**src/rtl/pong_pkg.sv**
```systemverilog
// Shared types and constants for the Pong game-state engine.
// Contents:
//   state_t      - top-level game state encoding (SERVE/PLAY/POINT/OVER)
//   BALL_CX0 ... - derived reset positions for the default 640x480 playfield
//   centre_of()  - centring helper used to derive reset positions from parameters
package pong_pkg;

  typedef enum logic [1:0] {
    ST_SERVE = 2'd0,
    ST_PLAY  = 2'd1,
    ST_POINT = 2'd2,
    ST_OVER  = 2'd3
  } state_t;

  // Offset that centres an object of length `size` inside a span of `span`.
  function automatic int centre_of(input int span, input int size);
    return (span - size) / 2;
  endfunction

  // Values for the default geometry; the engine re-derives them from its own
  // parameters, so a resized playfield stays consistent.
  localparam int BALL_CX0     = centre_of(640, 10);
  localparam int BALL_CY0     = centre_of(480, 10);
  localparam int PADDLE_Y0    = centre_of(480, 60);
  localparam int PADDLE_Y_MAX = 480 - 60;

endpackage

```
**src/rtl/pong_paddle_ctrl.sv**
```systemverilog
// Clamped vertical mover for one paddle.
// Ports:
//   clk_div, rst_n - game clock, synchronous active-low reset
//   en             - move allowed this cycle (tick and state qualified upstream)
//   up, down       - move request; up has priority
//   pos            - registered paddle top edge, held within [0, Y_MAX]
module pong_paddle_ctrl
  import pong_pkg::*;
#(
  parameter int POS_W  = 10,
  parameter int SPEED  = 2,
  parameter int Y_MAX  = 420,
  parameter int Y_INIT = 210
) (
  input  logic             clk_div,
  input  logic             rst_n,
  input  logic             en,
  input  logic             up,
  input  logic             down,
  output logic [POS_W-1:0] pos
);

  localparam int XW = POS_W + 1;
  localparam logic [POS_W:0] SPD = XW'(SPEED);
  localparam logic [POS_W:0] LIM = XW'(Y_MAX);
  localparam logic [POS_W-1:0] INIT = POS_W'(Y_INIT);

  logic [POS_W-1:0] pos_q, pos_d;
  logic [POS_W:0]   pos_ext;

  // One extra bit keeps the down-step compare from wrapping before the clamp.
  always_comb begin
    pos_ext = {1'b0, pos_q};
    pos_d   = pos_q;
    if (en) begin
      if (up) begin
        pos_d = (pos_ext <= SPD) ? '0 : POS_W'(pos_ext - SPD);
      end else if (down) begin
        pos_d = (pos_ext + SPD >= LIM) ? POS_W'(LIM) : POS_W'(pos_ext + SPD);
      end
    end
  end

  always_ff @(posedge clk_div) begin
    if (!rst_n) pos_q <= INIT;
    else        pos_q <= pos_d;
  end

  assign pos = pos_q;

endmodule

```
**src/rtl/pong_physics.sv**
```systemverilog
// Pong game-state engine: ball, player paddle and AI paddle motion, wall and
// paddle bounces, misses, scoring and the serve/point/game-over sequence.
// Everything advances only on clk_div edges with tick_en high.
// Ports:
//   clk_div, rst_n          - game clock, synchronous active-low reset
//   tick_en                 - one game tick per enabled edge
//   btn_up, btn_down        - player (right) paddle control
//   serve                   - starts play in SERVE, restarts the game in OVER
//   ball_x, ball_y          - ball top-left corner
//   paddle_y, op_paddle_y   - player (right) / AI (left) paddle top edges
//   score_l, score_r        - scores, saturating at WIN_SCORE
//   state                   - game state (see table)
//   hit, point              - one-tick pulses on paddle bounce / score
//   game_over               - high while in OVER
//
// state    | meaning
// ---------+----------------------------------------------------------
// SERVE    | ball parked at centre, player paddle live, waits for serve
// PLAY     | ball, both paddles moving; bounces, hits and misses resolved
// POINT    | ball parked, paddles frozen for POINT_HOLD ticks
// OVER     | a side reached WIN_SCORE; frozen until serve restarts game
module pong_physics
  import pong_pkg::*;
#(
  parameter int SCREEN_W     = 640,
  parameter int SCREEN_H     = 480,
  parameter int POS_W        = 10,
  parameter int BALL_SIZE    = 10,
  parameter int PADDLE_W     = 10,
  parameter int PADDLE_H     = 60,
  parameter int LEFT_X       = 20,
  parameter int RIGHT_X      = 610,
  parameter int BALL_SPEED   = 2,
  parameter int PADDLE_SPEED = 2,
  parameter int AI_SPEED     = 1,
  parameter int SCORE_W      = 4,
  parameter int WIN_SCORE    = 9,
  parameter int POINT_HOLD   = 30
) (
  input  logic               clk_div,
  input  logic               rst_n,
  input  logic               tick_en,
  input  logic               btn_up,
  input  logic               btn_down,
  input  logic               serve,
  output logic [POS_W-1:0]   ball_x,
  output logic [POS_W-1:0]   ball_y,
  output logic [POS_W-1:0]   paddle_y,
  output logic [POS_W-1:0]   op_paddle_y,
  output logic [SCORE_W-1:0] score_l,
  output logic [SCORE_W-1:0] score_r,
  output logic [1:0]         state,
  output logic               hit,
  output logic               point,
  output logic               game_over
);

  localparam int XW         = POS_W + 1;
  localparam int PADDLE_MAX = SCREEN_H - PADDLE_H;
  localparam int PADDLE_INI = centre_of(SCREEN_H, PADDLE_H);
  localparam int HOLD_W     = $clog2(POINT_HOLD + 1);

  localparam logic [POS_W:0] BALL_X0    = XW'(centre_of(SCREEN_W, BALL_SIZE));
  localparam logic [POS_W:0] BALL_Y0    = XW'(centre_of(SCREEN_H, BALL_SIZE));
  localparam logic [POS_W:0] BALL_X_MAX = XW'(SCREEN_W - BALL_SIZE);
  localparam logic [POS_W:0] BALL_Y_MAX = XW'(SCREEN_H - BALL_SIZE);
  localparam logic [POS_W:0] BSZ        = XW'(BALL_SIZE);
  localparam logic [POS_W:0] BSZ_HALF   = XW'(BALL_SIZE / 2);
  localparam logic [POS_W:0] SPD        = XW'(BALL_SPEED);
  localparam logic [POS_W:0] PH         = XW'(PADDLE_H);
  localparam logic [POS_W:0] PH_HALF    = XW'(PADDLE_H / 2);
  localparam logic [POS_W:0] R_FACE     = XW'(RIGHT_X);
  localparam logic [POS_W:0] L_FACE     = XW'(LEFT_X + PADDLE_W);

  localparam logic [HOLD_W-1:0]  HOLD_LOAD = HOLD_W'(POINT_HOLD - 1);
  localparam logic [SCORE_W-1:0] WIN       = SCORE_W'(WIN_SCORE);

  state_t               state_q, state_d;
  logic [POS_W-1:0]     ball_x_q, ball_x_d, ball_y_q, ball_y_d;
  logic                 dir_x_q, dir_x_d, dir_y_q, dir_y_d;
  logic                 serve_dir_q, serve_dir_d;
  logic [SCORE_W-1:0]   score_l_q, score_l_d, score_r_q, score_r_d;
  logic                 hit_q, hit_d, point_q, point_d;
  logic [HOLD_W-1:0]    hold_q, hold_d;

  logic [POS_W:0]       bx_ext, by_ext, py_ext, oy_ext;
  logic                 hit_r, hit_l, miss_r, miss_l;
  logic                 ply_en, ai_en, ai_up, ai_down;

  always_comb begin
    bx_ext = {1'b0, ball_x_q};
    by_ext = {1'b0, ball_y_q};
    py_ext = {1'b0, paddle_y};
    oy_ext = {1'b0, op_paddle_y};

    hit_r  = dir_x_q && (bx_ext + BSZ <= R_FACE) && (bx_ext + BSZ + SPD >= R_FACE)
             && (by_ext + BSZ > py_ext) && (by_ext < py_ext + PH);
    // Mirror of the right-hand test written without subtraction.
    hit_l  = !dir_x_q && (bx_ext >= L_FACE) && (bx_ext <= L_FACE + SPD)
             && (by_ext + BSZ > oy_ext) && (by_ext < oy_ext + PH);
    miss_r = dir_x_q && (bx_ext + SPD >= BALL_X_MAX);
    miss_l = !dir_x_q && (bx_ext <= SPD);

    ply_en  = tick_en && ((state_q == ST_SERVE) || (state_q == ST_PLAY));
    ai_en   = tick_en && (state_q == ST_PLAY);
    ai_up   = (by_ext + BSZ_HALF) < (oy_ext + PH_HALF);
    ai_down = (by_ext + BSZ_HALF) > (oy_ext + PH_HALF);
  end

  always_comb begin
    state_d     = state_q;
    ball_x_d    = ball_x_q;
    ball_y_d    = ball_y_q;
    dir_x_d     = dir_x_q;
    dir_y_d     = dir_y_q;
    serve_dir_d = serve_dir_q;
    score_l_d   = score_l_q;
    score_r_d   = score_r_q;
    hit_d       = hit_q;
    point_d     = point_q;
    hold_d      = hold_q;

    if (tick_en) begin
      hit_d   = 1'b0;
      point_d = 1'b0;
      case (state_q)
        ST_SERVE: begin
          ball_x_d = POS_W'(BALL_X0);
          ball_y_d = POS_W'(BALL_Y0);
          if (serve) begin
            dir_x_d = serve_dir_q;
            dir_y_d = 1'b1;
            state_d = ST_PLAY;
          end
        end

        ST_PLAY: begin
          if (dir_y_q && (by_ext + SPD >= BALL_Y_MAX)) begin
            ball_y_d = POS_W'(BALL_Y_MAX);
            dir_y_d  = 1'b0;
          end else if (!dir_y_q && (by_ext <= SPD)) begin
            ball_y_d = '0;
            dir_y_d  = 1'b1;
          end else begin
            ball_y_d = dir_y_q ? POS_W'(by_ext + SPD) : POS_W'(by_ext - SPD);
          end

          // On a miss the ball is left where it is; POINT recentres it.
          if (hit_r) begin
            ball_x_d = POS_W'(R_FACE - BSZ);
            dir_x_d  = 1'b0;
            hit_d    = 1'b1;
          end else if (hit_l) begin
            ball_x_d = POS_W'(L_FACE);
            dir_x_d  = 1'b1;
            hit_d    = 1'b1;
          end else if (miss_r) begin
            score_l_d   = (score_l_q >= WIN) ? WIN : score_l_q + SCORE_W'(1);
            serve_dir_d = 1'b1;
            point_d     = 1'b1;
            hold_d      = HOLD_LOAD;
            state_d     = ST_POINT;
          end else if (miss_l) begin
            score_r_d   = (score_r_q >= WIN) ? WIN : score_r_q + SCORE_W'(1);
            serve_dir_d = 1'b0;
            point_d     = 1'b1;
            hold_d      = HOLD_LOAD;
            state_d     = ST_POINT;
          end else begin
            ball_x_d = dir_x_q ? POS_W'(bx_ext + SPD) : POS_W'(bx_ext - SPD);
          end
        end

        ST_POINT: begin
          ball_x_d = POS_W'(BALL_X0);
          ball_y_d = POS_W'(BALL_Y0);
          // Loaded with POINT_HOLD-1 on the miss, so the exit tick is the
          // POINT_HOLD-th tick spent here.
          if (hold_q == '0) begin
            state_d = ((score_l_q == WIN) || (score_r_q == WIN)) ? ST_OVER : ST_SERVE;
          end else begin
            hold_d = hold_q - HOLD_W'(1);
          end
        end

        ST_OVER: begin
          if (serve) begin
            score_l_d   = '0;
            score_r_d   = '0;
            serve_dir_d = 1'b1;
            state_d     = ST_SERVE;
          end
        end

        default: state_d = ST_SERVE;
      endcase
    end
  end

  always_ff @(posedge clk_div) begin
    if (!rst_n) begin
      state_q     <= ST_SERVE;
      ball_x_q    <= POS_W'(BALL_X0);
      ball_y_q    <= POS_W'(BALL_Y0);
      dir_x_q     <= 1'b1;
      dir_y_q     <= 1'b1;
      serve_dir_q <= 1'b1;
      score_l_q   <= '0;
      score_r_q   <= '0;
      hit_q       <= 1'b0;
      point_q     <= 1'b0;
      hold_q      <= '0;
    end else begin
      state_q     <= state_d;
      ball_x_q    <= ball_x_d;
      ball_y_q    <= ball_y_d;
      dir_x_q     <= dir_x_d;
      dir_y_q     <= dir_y_d;
      serve_dir_q <= serve_dir_d;
      score_l_q   <= score_l_d;
      score_r_q   <= score_r_d;
      hit_q       <= hit_d;
      point_q     <= point_d;
      hold_q      <= hold_d;
    end
  end

  pong_paddle_ctrl #(
    .POS_W (POS_W),
    .SPEED (PADDLE_SPEED),
    .Y_MAX (PADDLE_MAX),
    .Y_INIT(PADDLE_INI)
  ) u_player (
    .clk_div(clk_div),
    .rst_n  (rst_n),
    .en     (ply_en),
    .up     (btn_up),
    .down   (btn_down),
    .pos    (paddle_y)
  );

  pong_paddle_ctrl #(
    .POS_W (POS_W),
    .SPEED (AI_SPEED),
    .Y_MAX (PADDLE_MAX),
    .Y_INIT(PADDLE_INI)
  ) u_ai (
    .clk_div(clk_div),
    .rst_n  (rst_n),
    .en     (ai_en),
    .up     (ai_up),
    .down   (ai_down),
    .pos    (op_paddle_y)
  );

  assign ball_x    = ball_x_q;
  assign ball_y    = ball_y_q;
  assign score_l   = score_l_q;
  assign score_r   = score_r_q;
  assign state     = state_q;
  assign hit       = hit_q;
  assign point     = point_q;
  assign game_over = (state_q == ST_OVER);

endmodule

```
**config.mk**
```make
export PLATFORM = sky130hd
export DESIGN_NAME = pong_physics
export DESIGN_NICKNAME = d
export VERILOG_FILES = /design/src/rtl/pong_pkg.sv /design/src/rtl/pong_paddle_ctrl.sv /design/src/rtl/pong_physics.sv
export SDC_FILE = /design/constraint.sdc
export NUM_CORES = 1
export LEC_CHECK = 0
export CORE_MARGIN = 5
export CORE_UTILIZATION = 50
export CTS_CLUSTER_DIAMETER = 30
export DETAILED_ROUTE_END_ITERATION = 6
export PLACE_DENSITY = 0.7
export SLEW_MARGIN = 15
export SYNTH_ARGS = -nofsm -noshare
export SYNTH_HDL_FRONTEND = slang
export SYNTH_SLANG_ARGS = --single-unit
```
**constraint.sdc**
```tcl
create_clock -name clk_div -period 10.7 [get_ports clk_div]
set_input_delay 1.605 -clock clk_div [delete_from_list [all_inputs] [get_ports clk_div]]
set_output_delay 1.605 -clock clk_div [all_outputs]
set_load 0.05 [all_outputs]
```
==> flow_summary.yaml, run 1 <==
status:
  status: "finished clean"
sta:
  hold_viol_final: 0
  tightestPinTransition_ns: 0.903
  fin_setup_tns_ns: 0
  finalCritPeriodShare_pct: 40.6
  fmax_mhz: 230
  rsz0062_at_grt: "false"
  maxSlewHeadroom_pct: 39.8
  finalMaxSlewViolations: 0
  final.setup_skew_ns: 0.00498
  setup_viol_count_final: 0
  period_minus_slack_ns: 4.35
critical_path:
  r2r_start: "ball_y[2]"
  worstPathArrival_ns: 4.57
  cp_max_fo: 16
  critPathKind: "reg2reg"
  worstSetupEndpointType: "register"
  cp.required_ns: 10.92
  startpoint_type: "register"
  cp-startpoint: "ball_y[2]"
routing:
  wl_met3_um: 1680
  wl_per_cell_um: 17.8
  vias: 7314
  m1WireLength_um: 9630
  antenna_left: 0
  drt-pass1-iter-count: 5
  wl_met2_um: 8960
  routed_wl_um: 20700
  drt_iter0_markers: 726
  vias_per_cell: 6.27
  drc: 0
  routed.top_layer: "met4"
grt:
  grt_pass1_wl_um: 34400
  overflow: 0
  grt_max_degree: 34
  grtUsageTotal_pct: 24.9
  first_global_vias: 6734
  grt_antenna_before_repair: 0
cells_and_area:
  area_growth_pct: 11.6
  fin_nets: 1069
  mostFrequentLayoutCells: "85 x nand2_1, 81 x ha_1, 75 x a21oi_1"
  fillers: 1332
  final_common_cell: "nand2_1"
  multi_input_area_sq_mm: 0.00542
  insertedDiodeCount: 0
  stdcell_count: 1167
  regArea_sq_mm: 0.00118
  layout-drive-gt1-share_pct: 6.28
clock_network:
  htreeDepth: 3
  clkTransAtPathRegs_ns: 0.06
  cts.repair.resized: 0
  cts_hold_buf: 0
  clk_path_buf_depth: 2
  cts_tree: "yes"
  cts_sinks: 59
  postCtsSetupBuffers: 0
  clock-root-buffer: "clkbuf_16"
  cts_buffers: 9
  insertion_delay_ns: 0.34
synthesis:
  synthArstFlopShare_pct: 0
  synthMuxAreaShare_pct: 1.16
  synth_xor_area_share_pct: 6.15
  synth-seq-cells: 59
  yosys.area_share.simple_pct: 26.7
  ys_seq_area_share_pct: 16.6
  syn_nets: 1056
  ys_types: 97
  synth.avg_cell_area_sq_um: 7.35
  synthAdderAreaFrac_pct: 14.4
  synth_top_family_by_area: "compound AO/OA/AOI/OAI gates"
  yosys_warnings: 0
  syn_area_sq_mm: 0.00712
  syn-instance-count: 969
  synth_compound_area_share_pct: 27.7
  synth-main-ff-cell: "dfxtp_1"
  synth_edf_count: 0
power_and_ir_drop:
  p_int_uw: 550
  clock_power_share_pct: 32.2
  power_frac_comb_pct: 38.9
  seqPwrFrac_pct: 29.0
  p_leak_uw: 0.00316
  power.switching_uw: 374
  p_sw_share_pct: 40.5
  max-vdd-ir-drop_uv: 79.2
  powerDensity_mw_per_mm2: 116
die:
  die_w_um: 129
  rows: 43
  start_util_pct: 51.1
  die_area_sq_mm: 0.0167
  ios: 59
  die_y_um: 129
  coreArea_sq_mm: 0.0139
worst_hold_path:
  min_from: "point"
  hold_class: "reg2reg"
job:
  drv_cap: 0
placed_design:
  placed_cells_incl_taps: 1151
  dpl.hpwl_um: 15100
  routabilityCongestion: 0.951
  place.port_buffers: 57
metrics by stage:
| stage | area [sq um] | total power (uW) | hold slack, ns | setup WS, ns | util [%] |
|---|---|---|---|---|---|
| finish | 7950 | 924 | 0.470 | 6.35 | 57.1 |
| CTS | 7950 | 925 | 0.471 | 6.41 | 57.1 |
| global route | 7950 | 982 | 0.546 | 6.08 | 57.1 |
| floorplan | 7120 | 540 | 0.457 | 6.70 | - |
| detailed placement | 7650 | 624 | 0.455 | 6.43 | 54.9 |
| global placement | 7650 | 623 | 0.450 | 6.45 | 54.9 |
cell families after synthesis:
family,Yosys count
mux,8
flops,59
buf+inv,116
xor+xnor,50
fa+ha+maj,82
other cells,1
simple gates,362
compound gates,291
cell type report:
class	count	share of cell area [%]
timing repair buffer	62	7.65
multi-input combinational	794	68.2
tap	180	2.83
clock buffer	9	2.83
clock inverter	7	0.976
inverter	56	2.64
sequential	59	14.9
worst max-delay path, stage by stage (launching register included):
cell and delay [ns]:
dfxtp_1 0.72, ha_1 0.50, o21ai_0 0.19, nor3_1 0.27, xor2_1 0.17, ha_1 0.35, nand3_1 0.10, or4_1 0.47
o311a_1 0.15, o221ai_1 0.29, a31oi_1 0.17, o211ai_2 0.28, a21oi_1 0.18, or3_1 0.37
power groups by stage:
stage	registers [uW]	clock network [uW]	logic, uW
2_1_floorplan	283	0	258
3_5_place_dp	271	0	352
5_1_grt	271	313	399
6_report	267	297	359
4_1_cts	267	303	355
3_3_place_gp	271	0	352
Yosys cell counts (7+ instances only):
cell	count	area share [%]
nand2_1	85	4.5
ha_1	81	14
a21oi_1	75	5.3
nor2_1	72	3.8
o21ai_0	63	4.4
dfxtp_1	59	17
inv_1	50	2.6
xnor2_1	38	4.7
nand3_1	37	2.6
nor3_1	35	2.5
buf_2	25	1.8
clkbuf_1	24	1.3
nand2b_1	18	1.6
nor2b_1	15	1.3
nand4_1	14	1.2
a31oi_1	13	1.1
and3_1	13	1.1
o211ai_1	13	1.4
nor4_1	12	1.1
xor2_1	12	1.5
a211o_1	11	1.4
or3_1	10	0.88
a211oi_1	8	0.84
a21o_1	8	0.84
and2_1	8	0.70
o21ai_1	8	0.56
o31ai_1	7	0.74
sequential cells by signal (all words and copies together) (netlist names), 2 cells and up:
register / flops
score_r: 4
ball_y: 10
hold_q: 5
ball_x: 10
score_l: 4
u_player.pos: 9
u_ai.pos: 10
state: 2
path summary, 6_finish.rpt:
check | end | cells past startpoint | slack, ns
worst max-delay path | ball_x[4] | 13 | 6.35
worst min-delay path | point | 2 | 0.47
worst max register to register | ball_x[4] | 13 | 6.35
worst min register to register | point | 2 | 0.47
layer usage:
metal,up-vias,track usage (%)
li1,3580,-
met1,3377,35.7
met2,322,37.5
met3,35,5.15
met4,0,7.29
met5,-,0
Note: power is estimated with default switching activity, not from simulation.
==> inputs of run 2 (changes only) <==
- clock period: 10.7 -> 4.5 ns (I/O delays scaled with it)
==> flow_summary.yaml, run 2 (same netlist as run 1, synthesis figures left out) <==
routing:
  drc: 0
  routed_wl_um: 21400
  vias: 7419
  antenna_left: 0
  wl_per_cell_um: 18.1
  vias_per_cell: 6.30
  drt-pass1-iter-count: 6
  drt_iter0_markers: 760
sta:
  rsz0062_at_grt: "false"
  final.setup_skew_ns: 0.00807
  period_minus_slack_ns: 3.86
  fmax_mhz: 259
  fin_setup_tns_ns: 0
  setup_viol_count_final: 0
  worst_hold_slack_ns: 0.464
  finalCritPeriodShare_pct: 85.9
  hold_viol_final: 0
  tightestPinTransition_ns: 0.923
  maxSlewHeadroom_pct: 38.4
  finalMaxSlewViolations: 0
cells_and_area:
  area_growth_pct: 12.8
  stdcell_count: 1178
  fillers: 1310
  mostFrequentLayoutCells: "85 x nand2_1, 81 x ha_1, 75 x a21oi_1"
  layout-drive-gt1-share_pct: 7.31
  insertedDiodeCount: 0
  final_area_sq_mm: 0.00803
  finalCoreUtilization_pct: 57.6
  regArea_sq_mm: 0.00118
  multi_input_area_sq_mm: 0.00542
  fin_nets: 1080
  final_common_cell: "nand2_1"
status:
  status: "finished clean"
clock_network:
  clk_path_buf_depth: 2
  cts.repair.resized: 0
  clkTransAtPathRegs_ns: 0.06
  cts_tree: "yes"
  clock-root-buffer: "clkbuf_16"
  cts_hold_buf: 0
  postCtsSetupBuffers: 0
  cts_buffers: 9
  cts_sinks: 59
  insertion_delay_ns: 0.35
  htreeDepth: 3
critical_path:
  path_buf_inv: 0
  cp.required_ns: 4.73
  r2r_start: "ball_y[2]"
  worstSetupEndpointType: "register"
  startpoint_type: "register"
  path_cells: "ha_1, o21ai_0, nor3_1, xor2_1, ha_1, nand3_1, or4_1, o311a_1, o221ai_1, a31oi_1, o211ai_2, a21oi_1, or3_1"
  cp_max_fo: 13
  critPathKind: "reg2reg"
  crit_top_cell: "ha_1"
  slowest_stage: "dfxtp_1"
  worstPathArrival_ns: 4.09
  cp_top_family: "simple AND/OR/NAND/NOR gates"
  max_stage_delay_ns: 0.56
  cp-startpoint: "ball_y[2]"
die:
  die_w_um: 129
  rows: 43
  die_area_sq_mm: 0.0167
  coreArea_sq_mm: 0.0139
  start_util_pct: 51.1
  ios: 59
  die_y_um: 129
power_and_ir_drop:
  max-vdd-ir-drop_uv: 243
  powerDensity_mw_per_mm2: 278
  p_leak_uw: 0.00321
job:
  drv_cap: 0
grt:
  overflow: 0
  first_global_vias: 6740
  grt_antenna_before_repair: 0
  grt_pass1_wl_um: 34800
  grtUsageTotal_pct: 25.5
  grt_max_degree: 29
worst_hold_path:
  hold_class: "reg2reg"
  min_from: "point"
placed_design:
  routabilityCongestion: 1.00
  dpl.hpwl_um: 15800
  placed_cells_incl_taps: 1162
  placed_area_sq_mm: 0.00773
  place.port_buffers: 57
## run 2: cell count changes in the layout (fill, tap and decap cells not counted)
cell        delta
buf_4         +11
clkinv_4       -1
clkinvlp_4     +1
## run 2: tightest hold or removal path, stage by stage (launching register included)
cell	delay [ns]
dfxtp_1	0.31
nand2_1	0.05
a21oi_1	0.05
## run 2: worst paths after layout
path,end,slack (ns),cells after the start
worst min-delay path,point,0.46,2
worst min register to register,point,0.46,2
worst max-delay path,ball_x[4],0.64,13
worst max register to register,ball_x[4],0.64,13
## run 2: report_power, final
part / switching, uW / total (uW) / internal, uW
clock: 283 / 714 / 431
combinational: 555 / 894 / 339
sequential: 70.6 / 625 / 554
## run 2: through the flow
| stage | setup slack, ns | total power [uW] |
|---|---|---|
| after floorplan | 0.502 | 1290 |
| after global placement | 0.825 | 1500 |
| after detailed placement | 0.700 | 1510 |
| after CTS | 0.688 | 2230 |
| after global routing | 0.366 | 2360 |
| final | 0.636 | 2230 |
## run 2: routing by layer
metal | track usage [%] | vias up | share of wire (%)
li1 | - | 3600 | -
met1 | 36.4 | 3460 | 46
met2 | 39.0 | 326 | 44
met3 | 5.32 | 33 | 7.6
met4 | 6.86 | 0 | 2.1
met5 | 0 | - | 0
## run 2: layout make-up
type	instances	share of cell area (%)
sequential	59	14.7
clock buffer	9	2.80
multi-input combinational	794	67.5
inverter	56	2.62
clock inverter	7	0.950
tap	180	2.80
timing repair buffer	73	8.60
==> RTL edit 1 (flow settings as in run 2) <==
Make the reset (`rst_n`) asynchronous in 2 clocked blocks. Comments in the files are not updated.
--- a/src/rtl/pong_paddle_ctrl.sv
+++ b/src/rtl/pong_paddle_ctrl.sv
@@ -42,5 +42,5 @@
   end
 
-  always_ff @(posedge clk_div) begin
+  always_ff @(posedge clk_div or negedge rst_n) begin
     if (!rst_n) pos_q <= INIT;
     else        pos_q <= pos_d;
--- a/src/rtl/pong_physics.sv
+++ b/src/rtl/pong_physics.sv
@@ -198,5 +198,5 @@
   end
 
-  always_ff @(posedge clk_div) begin
+  always_ff @(posedge clk_div or negedge rst_n) begin
     if (!rst_n) begin
       state_q     <= ST_SERVE;
Behaviour: differs if rst_n is asserted again (counterexample within 4 cycles, from zero or initial values and one cycle with rst_n low); with rst_n held inactive, the same outputs for 4 cycles.
==> RTL edit 1 against run 2 <==
  * Non-clock buffer count fell by 4
  * Clock skew shrank 0.77 ps
  * Sequential cell count is the same
  * Die area decreased by 1.6%
  * Cell area fell by 1.1%
  * Cell count is 4.8% lower
  * Worst setup slack got worse by 210 ps
  * Synthesized cell count is 6.2% lower
  * Wire length down 4.9%
  * Synthesized area decreased by 1.8%
Power is not compared: it rests on default switching activity, and its combinational part moved more than twofold at a synthesized area within 25%.
==> RTL edit 1: results (changes against run 2) <==
status: completed
Fin Clk Skew: 7.30 ps (-0.766 ps)
Top delay family on crit path: compound AO/OA/AOI/OAI gates
worst-path maximum fanout: 11 (-2)
Metal-1 WL: 9.28 mm (-5.6%)
GP Congestion: 0.925 (-7.9%)
sequential fraction of the synthesis area: 21.5% (+4.9 points)
Post-Synth Adder-Cell Area: 14.5% (+0.12 points)
largest net degree at the start of global routing: 60 (+110%)
Netlist cell types: 84 (-13%)
WL met3: 1.22 mm (-25%)
routed vias: 7056 (-4.9%)
fin nets: 1023 (-5.3%)
Worst Path Arrival: 4290 ps (+200 ps)
ratio of cells with drive above 1 in the final layout: 7.55% (+0.23 points)
first-pass GRT wire length: 33.4 mm (-4.2%)
drt pass-1 iters: 5 (-1)
post-synthesis compound-gate area fraction: 26.6% (-1.1 points)
Total GRT Usage: 24.9% (-0.60 points)
wirelength, routed: 20.3 mm (-4.9%)
ys async rst share: 100% (+100 points)
met2 Usage GRT: 39.5% (+0.48 points)
Area contributors post-synth: ha_1 (14%), dfrtp_1 (13%), dfstp_2 (8.6%)
Commonest cells post-synth: nand2_1 (87), ha_1 (81), a21oi_1 (69), nor2_1 (62), o21ai_0 (62)
Layout fillers: 1327 (+1.3%)
Worst path slowest cell: dfrtp_1
-- RTL edit 1: path summary, 6_finish.rpt --
path | depth (start not counted) | from | slack [ps] | to
max | 15 | u_ai.pos[2] | 420 | u_ai.pos[2]
min | 2 | rst_n | 490 | score_l[1]
max reg2reg | 15 | u_ai.pos[2] | 420 | u_ai.pos[2]
min reg2reg | 2 | hold_q[1] | 520 | hold_q[1]
max in group asynchronous | 2 | rst_n | 3480 | u_ai.pos[3]
min in group clk_div | 2 | hold_q[1] | 520 | hold_q[1]
-- RTL edit 1: final cells by class --
| class | count | share of cell area (%) |
|---|---|---|
| multi-input combinational | 740 | 63.5 |
| sequential | 59 | 18.9 |
| timing repair buffer | 69 | 8.25 |
| clock buffer | 12 | 3.10 |
| tap | 180 | 2.83 |
| inverter | 57 | 2.69 |
| clock inverter | 4 | 0.646 |
-- RTL edit 1: cell families after synthesis --
group	Yosys count
compound gates	277
xor+xnor	48
flops	59
fa+ha+maj	81
buf+inv	110
other cells	1
simple gates	324
mux	9
-- RTL edit 1: power by group through the flow --
stage          combinational, W  clock [W]  sequential, W
6_report                0.00409   0.000700        0.00142
4_1_cts                 0.00407   0.000712        0.00141
3_3_place_gp            0.00401          0        0.00141
5_1_grt                 0.00451   0.000737        0.00148
3_5_place_dp            0.00405          0        0.00141
2_1_floorplan           0.00269          0        0.00161
-- RTL edit 1: stage by stage --
stage	setup slack (ps)	std cells	hold WS [ps]	instance area, um2
2_1_floorplan	477	909	379	7000
3_3_place_gp	584	1105	497	7650
3_5_place_dp	454	1105	501	7650
4_1_cts	451	1121	518	7950
5_1_grt	20.7	1121	552	7950
6_report	423	1121	488	7950
==> RTL edit 2 (settings of run 2) <==
Made on the original files. Change the parameter `RIGHT_X` from 610 to 305.
--- a/src/rtl/pong_physics.sv
+++ b/src/rtl/pong_physics.sv
@@ -30,5 +30,5 @@
   parameter int PADDLE_H     = 60,
   parameter int LEFT_X       = 20,
-  parameter int RIGHT_X      = 610,
+  parameter int RIGHT_X      = 305,
   parameter int BALL_SPEED   = 2,
   parameter int PADDLE_SPEED = 2,
Check against the original RTL: same outputs for any inputs over 4 cycles, from zero or initial values and one cycle with rst_n low; that may be too few to reach the edited logic, so the function may still have changed.
==> RTL edit 2 against run 2 <==
  * Sequential cell count unchanged
  * Cell area down 1.2%
  * Synthesized area down 1.4%
  * Utilization down 0.22 points
  * Wire length down 2.9%
  * Critical path type unchanged
  * Largest cell class unchanged
  * Total power down 7.0%
  * Critical endpoint is now dir_x_q
  * Worst setup slack worse by 31 ps
  * Combinational power down 15%
==> RTL edit 2: results (changes against run 2) <==
Netlist cell types: 87 (-10%)
drt pass-1 iters: 5 (-1)
Max-slew headroom: 46.8% (+8.5 points)
non-filler instance count after layout: 1175 (-0.25%)
Commonest cells post-synth: nand2_1 (99), nor2_1 (89), ha_1 (87), a21oi_1 (75), dfxtp_1 (59)
status: completed
GP Congestion: 0.924 (-7.9%)
WL met3: 1.36 mm (-17%)
Fin Clk Skew: 5.95 ps (-2.12 ps)
placed cell area: 7630 um2 (-1.2%)
largest net degree at the start of global routing: 32 (+10%)
Area contributors post-synth: dfxtp_1 (17%), ha_1 (15%), a21oi_1 (5.3%)
vias in the first global route: 6756 (+0.24%)
leakage power: 3.07 nW (-4.5%)
Detailed Place HPWL: 15.2 mm (-3.5%)
ratio of cells with drive above 1 in the final layout: 4.62% (-2.7 points)
WL met2: 9.07 mm (-4.2%)
fin nets: 1083 (+0.28%)
Peak VDD IR: 0.178 mV (-27%)
sequential fraction of the synthesis area: 16.8% (+0.23 points)
worst-path maximum fanout: 16 (+3)
wirelength, routed: 20.8 mm (-2.9%)
drt via density: 6.24 (-0.85%)
DP Worst Slack: 708 ps (+8.41 ps)
first-pass GRT wire length: 33.9 mm (-2.6%)
## RTL edit 2: final timing paths
check        endpoint  slack [ps]
max reg2reg   dir_x_q         610
min reg2reg     point         490
max           dir_x_q         610
min             point         490
## RTL edit 2: critical path, cell delays in order, from the launching register on
cell,delay (ps)
dfxtp_1,730
ha_1,390
o21ai_0,160
nor2_1,200
xor2_1,250
ha_1,310
a21oi_1,190
nand2_1,70
a2111oi_0,390
o31a_1,230
a211oi_1,90
a31oi_2,470
a211o_1,200
o211ai_1,80
## RTL edit 2: logic make-up after synthesis
group	Yosys count	synth area share (%)
other	1	0.0534
and+or+nand+nor	366	25.6
muxes	8	1.16
xor gates and xnor gates	51	6.46
adders and majority gates	87	15.5
buffers and inverters	110	6.66
AOI/OAI and AO/OA	289	27.8
DFF	59	16.8
## RTL edit 2: power breakdown
part / switching [W] / internal (W) / total (W)
Clock: 0.000253 / 0.000458 / 0.000711
Combinational: 0.000475 / 0.000281 / 0.000756
Sequential: 0.0000664 / 0.000543 / 0.000610
## RTL edit 2: final cells by class
type / instances / area, um2 / share of cell area [%]
Inverter: 47 / 176 / 2.22
Clock buffer: 12 / 256 / 3.23
Multi-Input combinational cell: 802 / 5380 / 67.7
Clock inverter: 4 / 48.8 / 0.615
Tap cell: 180 / 225 / 2.84
Sequential cell: 59 / 1180 / 14.9
Timing Repair Buffer: 71 / 676 / 8.51
## RTL edit 2: metal layers
metal  vias to the layer above  track usage (%)
met2                       293             38.4
li1                       3625                -
met4                         0             10.7
met3                        58             4.15
met1                      3361             34.4
met5                         -                0
